<file path="config.mk">
export PLATFORM = sky130hd
export DESIGN_NAME = iter_muldiv
export DESIGN_NICKNAME = d
export VERILOG_FILES = /design/src/rtl/muldiv_pkg.sv /design/src/rtl/muldiv_datapath.sv /design/src/rtl/iter_muldiv.sv
export SDC_FILE = /design/constraint.sdc
export NUM_CORES = 1
export LEC_CHECK = 0
export BUFFER_PORTS_ARGS = -buffer_cell sky130_fd_sc_hd__buf_2
export CAP_MARGIN = 20
export CORE_ASPECT_RATIO = 2
export CORE_MARGIN = 3
export CORE_UTILIZATION = 62
export DETAILED_ROUTE_END_ITERATION = 8
export PLACE_DENSITY = 0.81
export SLEW_MARGIN = 20
export SYNTH_ARGS = -nofsm -noshare
export SYNTH_HDL_FRONTEND = slang
export SYNTH_HIERARCHICAL = 1
export SYNTH_SLANG_ARGS = --single-unit
export TNS_END_PERCENT = 30
</file>
<file path="constraint.sdc">
create_clock -name clk -period 3.85 [get_ports clk]
set_input_delay 0.77 -clock clk [delete_from_list [all_inputs] [get_ports clk]]
set_output_delay 0.77 -clock clk [all_outputs]
set_load 0.1 [all_outputs]
</file>
<file path="src/rtl/muldiv_pkg.sv">
// Shared definitions for the iterative multiply/divide unit: operation codes,
// FSM state encodings and default widths.
package muldiv_pkg;

    localparam int WIDTH_DEF = 16;
    localparam int ID_W_DEF  = 4;

    // Operation select, all unsigned
    typedef enum logic [1:0] {
        OP_MULLO = 2'b00,
        OP_MULHI = 2'b01,
        OP_DIVU  = 2'b10,
        OP_REMU  = 2'b11
    } op_e;

    // Control FSM states
    typedef enum logic [1:0] {
        ST_IDLE = 2'b00,
        ST_CALC = 2'b01,
        ST_WB   = 2'b10
    } state_e;

    // Divide and remainder share the upper op bit
    function automatic logic op_is_div(input logic [1:0] op);
        return op[1];
    endfunction

endpackage

</file>
<file path="src/rtl/muldiv_datapath.sv">
// Shift registers and adder/subtractor for the iterative multiply/divide unit.
// Multiply: the multiplicand shifts left and is accumulated into the product
// whenever the current multiplier LSB is set, so the product is final as soon
// as the remaining multiplier bits are zero.
// Divide: restoring division, one quotient bit per step.
// With MULDIV_EARLY_EXIT_EN defined an extra status output reports when the
// current step consumes the last set multiplier bit.
module muldiv_datapath
    import muldiv_pkg::*;
#(
    parameter int WIDTH = WIDTH_DEF
) (
    input  logic               clk,
    input  logic               rst,
    input  logic               load_i,
    input  logic               step_i,
    input  logic               div_i,
    input  logic [WIDTH-1:0]   a_i,
    input  logic [WIDTH-1:0]   b_i,
    output logic [2*WIDTH-1:0] prod_o,
    output logic [WIDTH-1:0]   quo_o,
    output logic [WIDTH-1:0]   rem_o
`ifdef MULDIV_EARLY_EXIT_EN
    ,
    output logic               mul_rest_zero_o
`endif
);

    logic [2*WIDTH-1:0] mcand_q;
    logic [2*WIDTH-1:0] prod_q;
    logic [WIDTH-1:0]   mplier_q;
    logic [WIDTH-1:0]   quo_q;
    logic [WIDTH-1:0]   rem_q;
    logic [WIDTH-1:0]   div_q;

    logic [2*WIDTH-1:0] prod_d;
    logic [WIDTH:0]     shifted_d;
    logic [WIDTH-1:0]   diff_d;
    logic               fits_d;

    // Combinational step: conditional add for multiply, trial subtract for divide.
    // The remainder held between steps is always below the divisor, so only the
    // shifted partial remainder needs the extra bit; the low WIDTH bits of the
    // modular difference are exact whenever the subtraction fits.
    always_comb begin
        prod_d    = mplier_q[0] ? (prod_q + mcand_q) : prod_q;
        shifted_d = {rem_q, quo_q[WIDTH-1]};
        fits_d    = (shifted_d >= {1'b0, div_q});
        diff_d    = shifted_d[WIDTH-1:0] - div_q;
    end

    // Operand load and per-cycle stepping of both engines
    always_ff @(posedge clk or negedge rst) begin
        if (!rst) begin
            mcand_q  <= '0;
            prod_q   <= '0;
            mplier_q <= '0;
            quo_q    <= '0;
            rem_q    <= '0;
            div_q    <= '0;
        end else if (load_i) begin
            mcand_q  <= {{WIDTH{1'b0}}, a_i};
            prod_q   <= '0;
            mplier_q <= b_i;
            div_q    <= b_i;
            if (div_i && (b_i == '0)) begin
                // Divide by zero: no steps run, results are presented directly
                quo_q <= '1;
                rem_q <= a_i;
            end else begin
                quo_q <= a_i;
                rem_q <= '0;
            end
        end else if (step_i) begin
            prod_q   <= prod_d;
            mcand_q  <= {mcand_q[2*WIDTH-2:0], 1'b0};
            mplier_q <= {1'b0, mplier_q[WIDTH-1:1]};
            if (fits_d) begin
                rem_q <= diff_d;
                quo_q <= {quo_q[WIDTH-2:0], 1'b1};
            end else begin
                rem_q <= shifted_d[WIDTH-1:0];
                quo_q <= {quo_q[WIDTH-2:0], 1'b0};
            end
        end
    end

    assign prod_o = prod_q;
    assign quo_o  = quo_q;
    assign rem_o  = rem_q;

`ifdef MULDIV_EARLY_EXIT_EN
    // High when the bit consumed this step is the last set multiplier bit
    assign mul_rest_zero_o = (mplier_q[WIDTH-1:1] == '0);
`endif

endmodule

</file>
<file path="src/rtl/iter_muldiv.sv">
// Iterative unsigned multiply/divide unit feeding a register file write port.
// Control FSM and step counter live here; arithmetic is in muldiv_datapath.
// A CALC pass runs the arithmetic steps and then spends one cycle registering
// the selected result, which is presented during the single WB cycle.
// Optional macro MULDIV_EARLY_EXIT_EN: multiplies end once no set multiplier
// bits remain; results are unchanged.
module iter_muldiv
    import muldiv_pkg::*;
#(
    parameter int WIDTH = WIDTH_DEF,
    parameter int ID_W  = ID_W_DEF
) (
    input  logic             clk,
    input  logic             rst,
    input  logic             start,
    input  logic             flush,
    input  logic [1:0]       op,
    input  logic [WIDTH-1:0] src_a,
    input  logic [WIDTH-1:0] src_b,
    input  logic [ID_W-1:0]  dst_id,
    output logic             busy,
    output logic             done,
    output logic             wr_en,
    output logic [ID_W-1:0]  wr_id,
    output logic [WIDTH-1:0] wr_data,
    output logic             div_zero
);

    localparam int CNT_W = (WIDTH > 1) ? $clog2(WIDTH) : 1;

    state_e             state_q;
    op_e                op_q;
    logic [ID_W-1:0]    dst_q;
    logic [CNT_W-1:0]   cnt_q;
    logic               fin_q;
    logic               dz_q;
    logic               busy_q;
    logic               done_q;
    logic               wr_en_q;
    logic [ID_W-1:0]    wr_id_q;
    logic [WIDTH-1:0]   wr_data_q;
    logic               div_zero_q;

    logic               load_d;
    logic               step_d;
    logic               last_step_d;
    logic               b_zero_d;
    logic [WIDTH-1:0]   result_d;

    logic [2*WIDTH-1:0] prod;
    logic [WIDTH-1:0]   quo;
    logic [WIDTH-1:0]   rem;
`ifdef MULDIV_EARLY_EXIT_EN
    logic               mul_rest_zero;
`endif

    muldiv_datapath #(
        .WIDTH (WIDTH)
    ) u_datapath (
        .clk    (clk),
        .rst    (rst),
        .load_i (load_d),
        .step_i (step_d),
        .div_i  (op_is_div(op)),
        .a_i    (src_a),
        .b_i    (src_b),
        .prod_o (prod),
        .quo_o  (quo),
        .rem_o  (rem)
`ifdef MULDIV_EARLY_EXIT_EN
        ,
        .mul_rest_zero_o (mul_rest_zero)
`endif
    );

    // Datapath strobes, step termination and result selection
    always_comb begin
        b_zero_d = (src_b == '0);
        load_d   = (state_q == ST_IDLE) && start && !flush;
        step_d   = (state_q == ST_CALC) && !fin_q;
`ifdef MULDIV_EARLY_EXIT_EN
        last_step_d = (cnt_q == CNT_W'(WIDTH - 1)) ||
                      (!op_is_div(op_q) && mul_rest_zero);
`else
        last_step_d = (cnt_q == CNT_W'(WIDTH - 1));
`endif
        case (op_q)
            OP_MULLO: result_d = prod[WIDTH-1:0];
            OP_MULHI: result_d = prod[2*WIDTH-1:WIDTH];
            OP_DIVU:  result_d = quo;
            default:  result_d = rem;
        endcase
    end

    // Control FSM with registered outputs; flush overrides everything
    always_ff @(posedge clk or negedge rst) begin
        if (!rst) begin
            state_q    <= ST_IDLE;
            op_q       <= OP_MULLO;
            dst_q      <= '0;
            cnt_q      <= '0;
            fin_q      <= 1'b0;
            dz_q       <= 1'b0;
            busy_q     <= 1'b0;
            done_q     <= 1'b0;
            wr_en_q    <= 1'b0;
            wr_id_q    <= '0;
            wr_data_q  <= '0;
            div_zero_q <= 1'b0;
        end else begin
            done_q  <= 1'b0;
            wr_en_q <= 1'b0;
            if (flush) begin
                state_q    <= ST_IDLE;
                busy_q     <= 1'b0;
                div_zero_q <= 1'b0;
                fin_q      <= 1'b0;
                cnt_q      <= '0;
            end else begin
                case (state_q)
                    ST_IDLE: begin
                        if (start) begin
                            op_q    <= op_e'(op);
                            dst_q   <= dst_id;
                            cnt_q   <= '0;
                            busy_q  <= 1'b1;
                            state_q <= ST_CALC;
                            // A zero divisor skips all steps
                            fin_q   <= op_is_div(op) && b_zero_d;
                            dz_q    <= op_is_div(op) && b_zero_d;
                        end
                    end
                    ST_CALC: begin
                        if (fin_q) begin
                            state_q    <= ST_WB;
                            fin_q      <= 1'b0;
                            done_q     <= 1'b1;
                            wr_en_q    <= (dst_q != '0);
                            wr_id_q    <= dst_q;
                            wr_data_q  <= result_d;
                            div_zero_q <= dz_q;
                        end else begin
                            cnt_q <= cnt_q + 1'b1;
                            if (last_step_d) begin
                                fin_q <= 1'b1;
                            end
                        end
                    end
                    ST_WB: begin
                        state_q    <= ST_IDLE;
                        busy_q     <= 1'b0;
                        div_zero_q <= 1'b0;
                    end
                    default: begin
                        state_q <= ST_IDLE;
                        busy_q  <= 1'b0;
                    end
                endcase
            end
        end
    end

    assign busy     = busy_q;
    assign done     = done_q;
    assign wr_en    = wr_en_q;
    assign wr_id    = wr_id_q;
    assign wr_data  = wr_data_q;
    assign div_zero = div_zero_q;

endmodule

</file>
== After elaboration in Yosys (flattened, before gate mapping) ==
Index checks and enable logic that the tools add are counted.
Word-level totals
  bits in registers: 166
  bits in writable memories: 0
  input port bits: 42
  latch bits: 0
  ROM bits: 0
  memories kept: 0
  output and inout port bits: 24
  word-level logic and storage cells: 95
Cells by class
  reductions and logical operators: 22
  mux-type cells: 41
  equal/unequal tests: 9
  shift operators: 0
  multipliers: 0
  divide/modulo/power cells: 0
  bitwise operators: 1
  $add $sub $neg: 3
  magnitude comparators: 1
Operator list (number)
  $mux 32: 5
  $mux 16: 9
  $pmux 16 s3: 1
  $add 32x32->32: 1
  $ge 17x16->1: 1
  $logic_not 16->1: 1
  $sub 16x16->16: 1
  $mux 1: 15
  $mux 4: 3
  $reduce_and 2->1: 5
  $ne 3x3->1 const B: 3
  $reduce_and 3->1: 3
  $pmux 4 s2: 1
  $mux 2: 3
  $pmux 1 s2: 3
  $reduce_bool 3->1: 2
  $add 4x1->4 const B: 1
  $eq 2x1->1 const B: 2
  $eq 2x2->1 const B: 2
  $eq 4x4->1 const B: 1
  $logic_and 1x1->1: 4
  $logic_not 2->1: 2
  $pmux 2 s2: 1
  $reduce_bool 2->1: 2
  4 further kinds: 5

== Depth between registers and ports, before layout ==
  word-level depth: 5
  mapped depth: 12
  mapped depth without buffers: 12

== By module ==
The synthesis kept the hierarchy.
By module, submodules not included
  muldiv_datapath: area an instance 8036.5 sq um, cells each 892, instances 1
  iter_muldiv: area an instance 2095.8 sq um, cells each 136, instances 1

== Least setup slack after synthesis ==
OpenSTA, ideal clock, no wires.
  path kind: reg2reg
  start point: register u_datapath.mcand_q[0]
  end point: register u_datapath.prod_q[30], in the netlist u_datapath/prod_o[30]
  data required time: 3.781 ns
  path buffers: 0
  data arrival time: 2.656 ns
  setup slack: 1.125 ns
  period minus slack after synthesis: 2.725 ns
  stages on the path, launching flop included: 13
  cell sequence: dfrtp_1 > ha_1 > inv_1 > fa_1 > and2b_1 > o2111ai_1 > a211oi_2 > o211ai_1 > nand4bb_1 > a31oi_1 > o31a_1 > or4_1 > nand3_1
On the way
  cells in the longest elaborated chain, start to end: 4
Ends and longest elaborated chain
  from (decl): RTL line muldiv_datapath.sv:29  | logic [2*WIDTH-1:0] mcand_q;
  from (signal assigned): RTL line muldiv_datapath.sv:62  | mcand_q <= {{WIDTH{1'b0}}, a_i};
  from (signal assigned): RTL line muldiv_datapath.sv:76  | mcand_q <= {mcand_q[2*WIDTH-2:0], 1'b0};
  $add 32x32->32: RTL line muldiv_datapath.sv:46  | prod_d = mplier_q[0] ? (prod_q + mcand_q) : prod_q;
  $mux 32: RTL line muldiv_datapath.sv:46
  $mux 32: RTL line muldiv_datapath.sv:74  | end else if (step_i) begin
  $mux 32: RTL line muldiv_datapath.sv:61  | end else if (load_i) begin
  to (signal assigned): RTL line muldiv_datapath.sv:75  | prod_q <= prod_d;
  to (decl): RTL line muldiv_datapath.sv:30  | logic [2*WIDTH-1:0] prod_q;
No other way between the ends. The select of a mux whose other input is x is not followed.
A chain may end at the register's enable or synchronous reset.

== Worst setup path after layout ==
  start point: register u_datapath.prod_q[0], in the netlist u_datapath/prod_o[0]
  end point: register u_datapath.prod_q[28], in the netlist u_datapath/prod_o[28]
On the way
  cells in the longest elaborated chain, start to end: 4
Ends and longest elaborated chain (RTL line)
  $add 32x32->32: muldiv_datapath.sv:46
  $mux 32: muldiv_datapath.sv:46
  $mux 32: muldiv_datapath.sv:74
  $mux 32: muldiv_datapath.sv:61
No other way between the ends. The select of a mux whose other input is x is not followed.

==> impl_metrics.ini <==
[status]
status = completed

[critical_path]
crit_type = flop to flop
crit_arrival_ns = 3.52
slowest_stage = a2111oi_1
endpoint_kind = flop
start_kind = flop
crit_chain = ha_1 -> inv_1 -> fa_1 -> and2b_1 -> o2111ai_1 -> a211oi_1 -> a2111oi_1 -> o211ai_1 -> nand2_1 -> o41ai_2 -> xnor2_1 -> o31ai_1
worstPathRequired_ns = 4.18
cp_max_fo = 3
cpPeakStageDelay_ns = 0.68

[power]
swShare_pct = 42.59
share_comb_of_total_power_pct = 45.8
peakVddDrop_v = 0.0003142
p_leak_nw = 5.194
power.share.sequential_pct = 33.0
p_sw_mw = 3.366
power_mw = 7.903
internal-power_mw = 4.537
powerDensity_nw_per_um2 = 707.7
clockPowerShare_pct = 21.3

[timing]
final-hold-violation-count = 0
layout_min_cycle_time_ns = 3.199
post-route-period-util_pct = 83.08
setup_tns_ns = 0
clock_skew_ns = 0.01020
maxSlewHeadroom_pct = 34.89
setup_violations = 0
maxSlewViolCount = 0
setup_ws_ns = 0.6513
worst_pin_slew_ns = 0.9767
holdWs_ns = 0.4183
clock.fmax_ghz = 0.3126
rsz0062_at_grt = false

[floorplanning]
die_w_microns = 96.40
core_sq_um = 15940
num_io_pins = 66
start_util_pct = 63.56
dieArea_sq_um = 18010
die_y_microns = 186.8
num_rows = 65

[cts]
cts_buffers = 17
clockBufferDepth = 2
cts.clk_slew.worst_paths_ns = 0.06
clock-sinks = 166
ctsHoldBuffers = 0
clock_latency_ns = 0.42
cts_tree = yes
cts-root-buf = clkbuf_16
htreeDepth = 4
post_cts_resized = 0
cts_setup_buffers = 0

[place]
placed_area_sq_um = 10590
place_congestion = 0.9390
hpwl_mm = 18.71
dp.cells = 1246
place_ws_ns = 0.7625
portBuffers = 65

[flow_run]
max_cap_viol_count = 0

[cells_and_area]
fin_cells = 1277
num_antenna_cells = 0
postLayoutCoreUtil_pct = 70.05
area_growth_pct = 10.21
nets = 1156
drive_above_1_share_pct = 14.68
fin_area_sq_um = 11170

[routing]
ant_nets = 0
routed_wl_mm = 26.56
drc = 0
firstDrtPassIters = 5
wl_per_cell_microns = 20.80
detail_route.iter0.violations = 654
vias_per_cell = 6.454
vias = 8242

[synth]
synthesis.area_sq_um = 10130
syn_area_per_cell_sq_um = 9.856
synth_seq_area_share_pct = 41.00
yosys_warnings = 6
synthArstFlopShare_pct = 100.0
ys.flop_type = dfrtp_1
synthMostInstantiatedCell = dfrtp_1
synth-edff-count = 0
yosys-top-cells-count = 166 x dfrtp_1, 113 x nand2_1, 84 x o21ai_0
yosys.area.top_type = dfrtp_1
syn_inst = 1028
ys_seq_elements = 166
yosysTopAreaCellShare_pct = 41.00
ys_types = 79
synthTopCellsByArea = dfrtp_1 41%, mux2i_1 6.0%, ha_1 5.9%
synth_nets = 1120

[global_routing]
antenna_found_initial = 0
grt_pass1_wl_mm = 42.84
grt_pass1_vias = 8343
track_usage_pct = 30.77
grt_overflow = 0
grt_max_degree = 182

[hold_path]
hp-class = primary input to async pin
[layer usage]
| layer | share of wire (%) | vias to the layer above | track usage (%) |
|---|---|---|---|
| met5 | 0 | - | 0 |
| met4 | 5.7 | 0 | 17.24 |
| met3 | 4.1 | 81 | 5.405 |
| met2 | 55 | 256 | 54.38 |
| met1 | 36 | 4099 | 33.34 |
| li1 | - | 3806 | - |
[logic make-up (layout without fill, tap and decap cells)]
group / count (synthesis) / count (layout) / synth area share [%]
AO/OA/AOI/OAI: 289 / 289 / 18.15
XOR/XNOR: 34 / 34 / 2.939
adder cells (fa/ha/maj): 50 / 50 / 6.323
buffers and inverters: 91 / 139 / 3.816
flip-flops: 166 / 166 / 41.00
multiplexers: 106 / 106 / 13.40
AND/OR/NAND/NOR: 292 / 292 / 14.37
[registers in the layout (all words and copies together) (netlist names)]
| signal | cells |
|---|---|
| busy | 1 |
| cnt_q | 4 |
| div_zero | 1 |
| done | 1 |
| dst_q | 4 |
| dz_q | 1 |
| fin_q | 1 |
| op_q | 2 |
| state_q | 2 |
| u_datapath/div_q | 16 |
| u_datapath/mcand_q | 32 |
| u_datapath/mplier_q | 16 |
| u_datapath/prod_o | 32 |
| u_datapath/quo_o | 16 |
| u_datapath/rem_o | 16 |
| wr_data | 16 |
| wr_en | 1 |
| wr_id | 4 |
[power by group through the flow]
stage,logic [mW],clock network (mW),registers (mW)
3_5_place_dp,3.54,0,2.62
2_1_floorplan,2.27,0,3.06
6_report,3.62,1.68,2.61
5_1_grt,3.90,1.78,2.66
3_3_place_gp,3.48,0,2.60
4_1_cts,3.58,1.70,2.60
[worst max-delay path, delay by kind of cell (launching register included)]
kind / cells / cell delay [ns]
AOI/OAI and AO/OA: 6 / 1.70
adders and majority gates: 2 / 0.44
DFF: 1 / 0.40
and+or+nand+nor: 2 / 0.36
xor gates and xnor gates: 1 / 0.14
buffers and inverters: 1 / 0.08
[final timing paths]
kind	start	end	slack [ns]	cells after the start
min in group clk	busy$_DFFE_PN0P_	busy$_DFFE_PN0P_	0.47	1
max	u_datapath/prod_o[0]$_DFFE_PN0P_	u_datapath/prod_o[28]$_DFFE_PN0P_	0.65	12
max reg2reg	u_datapath/prod_o[0]$_DFFE_PN0P_	u_datapath/prod_o[28]$_DFFE_PN0P_	0.65	12
max in group asynchronous	rst	u_datapath/prod_o[24]$_DFFE_PN0P_	2.62	2
min reg2reg	busy$_DFFE_PN0P_	busy$_DFFE_PN0P_	0.47	1
min	rst	u_datapath/div_q[6]$_DFFE_PN0P_	0.42	1
[placed cells by master, fill, tap and decap left out, drive strengths merged, types with 21 or more instances in the layout]
cell / synthesis / layout
dfrtp: 166 / 166
nand2: 114 / 114
o21ai: 88 / 88
buf: 13 / 75
a21oi: 72 / 72
nor2: 65 / 65
mux2i: 61 / 61
ha: 48 / 48
inv: 33 / 33
mux2: 29 / 29
a21o: 28 / 28
a211oi: 26 / 26
a31oi: 23 / 23
clkbuf: 45 / 23
xnor2: 21 / 21
[final cells by class]
cell class / count / area (sq um)
flip-flops and latches: 166 / 4154
multi-input cells: 771 / 5604
repair buffers: 75 / 456.7
clock inverters: 8 / 98.84
well taps: 201 / 251.5
clock buffers: 23 / 478.0
inverters: 33 / 123.9
fillers: 1233 / 4773
No activity file was read; power rests on OpenSTA's default activity.
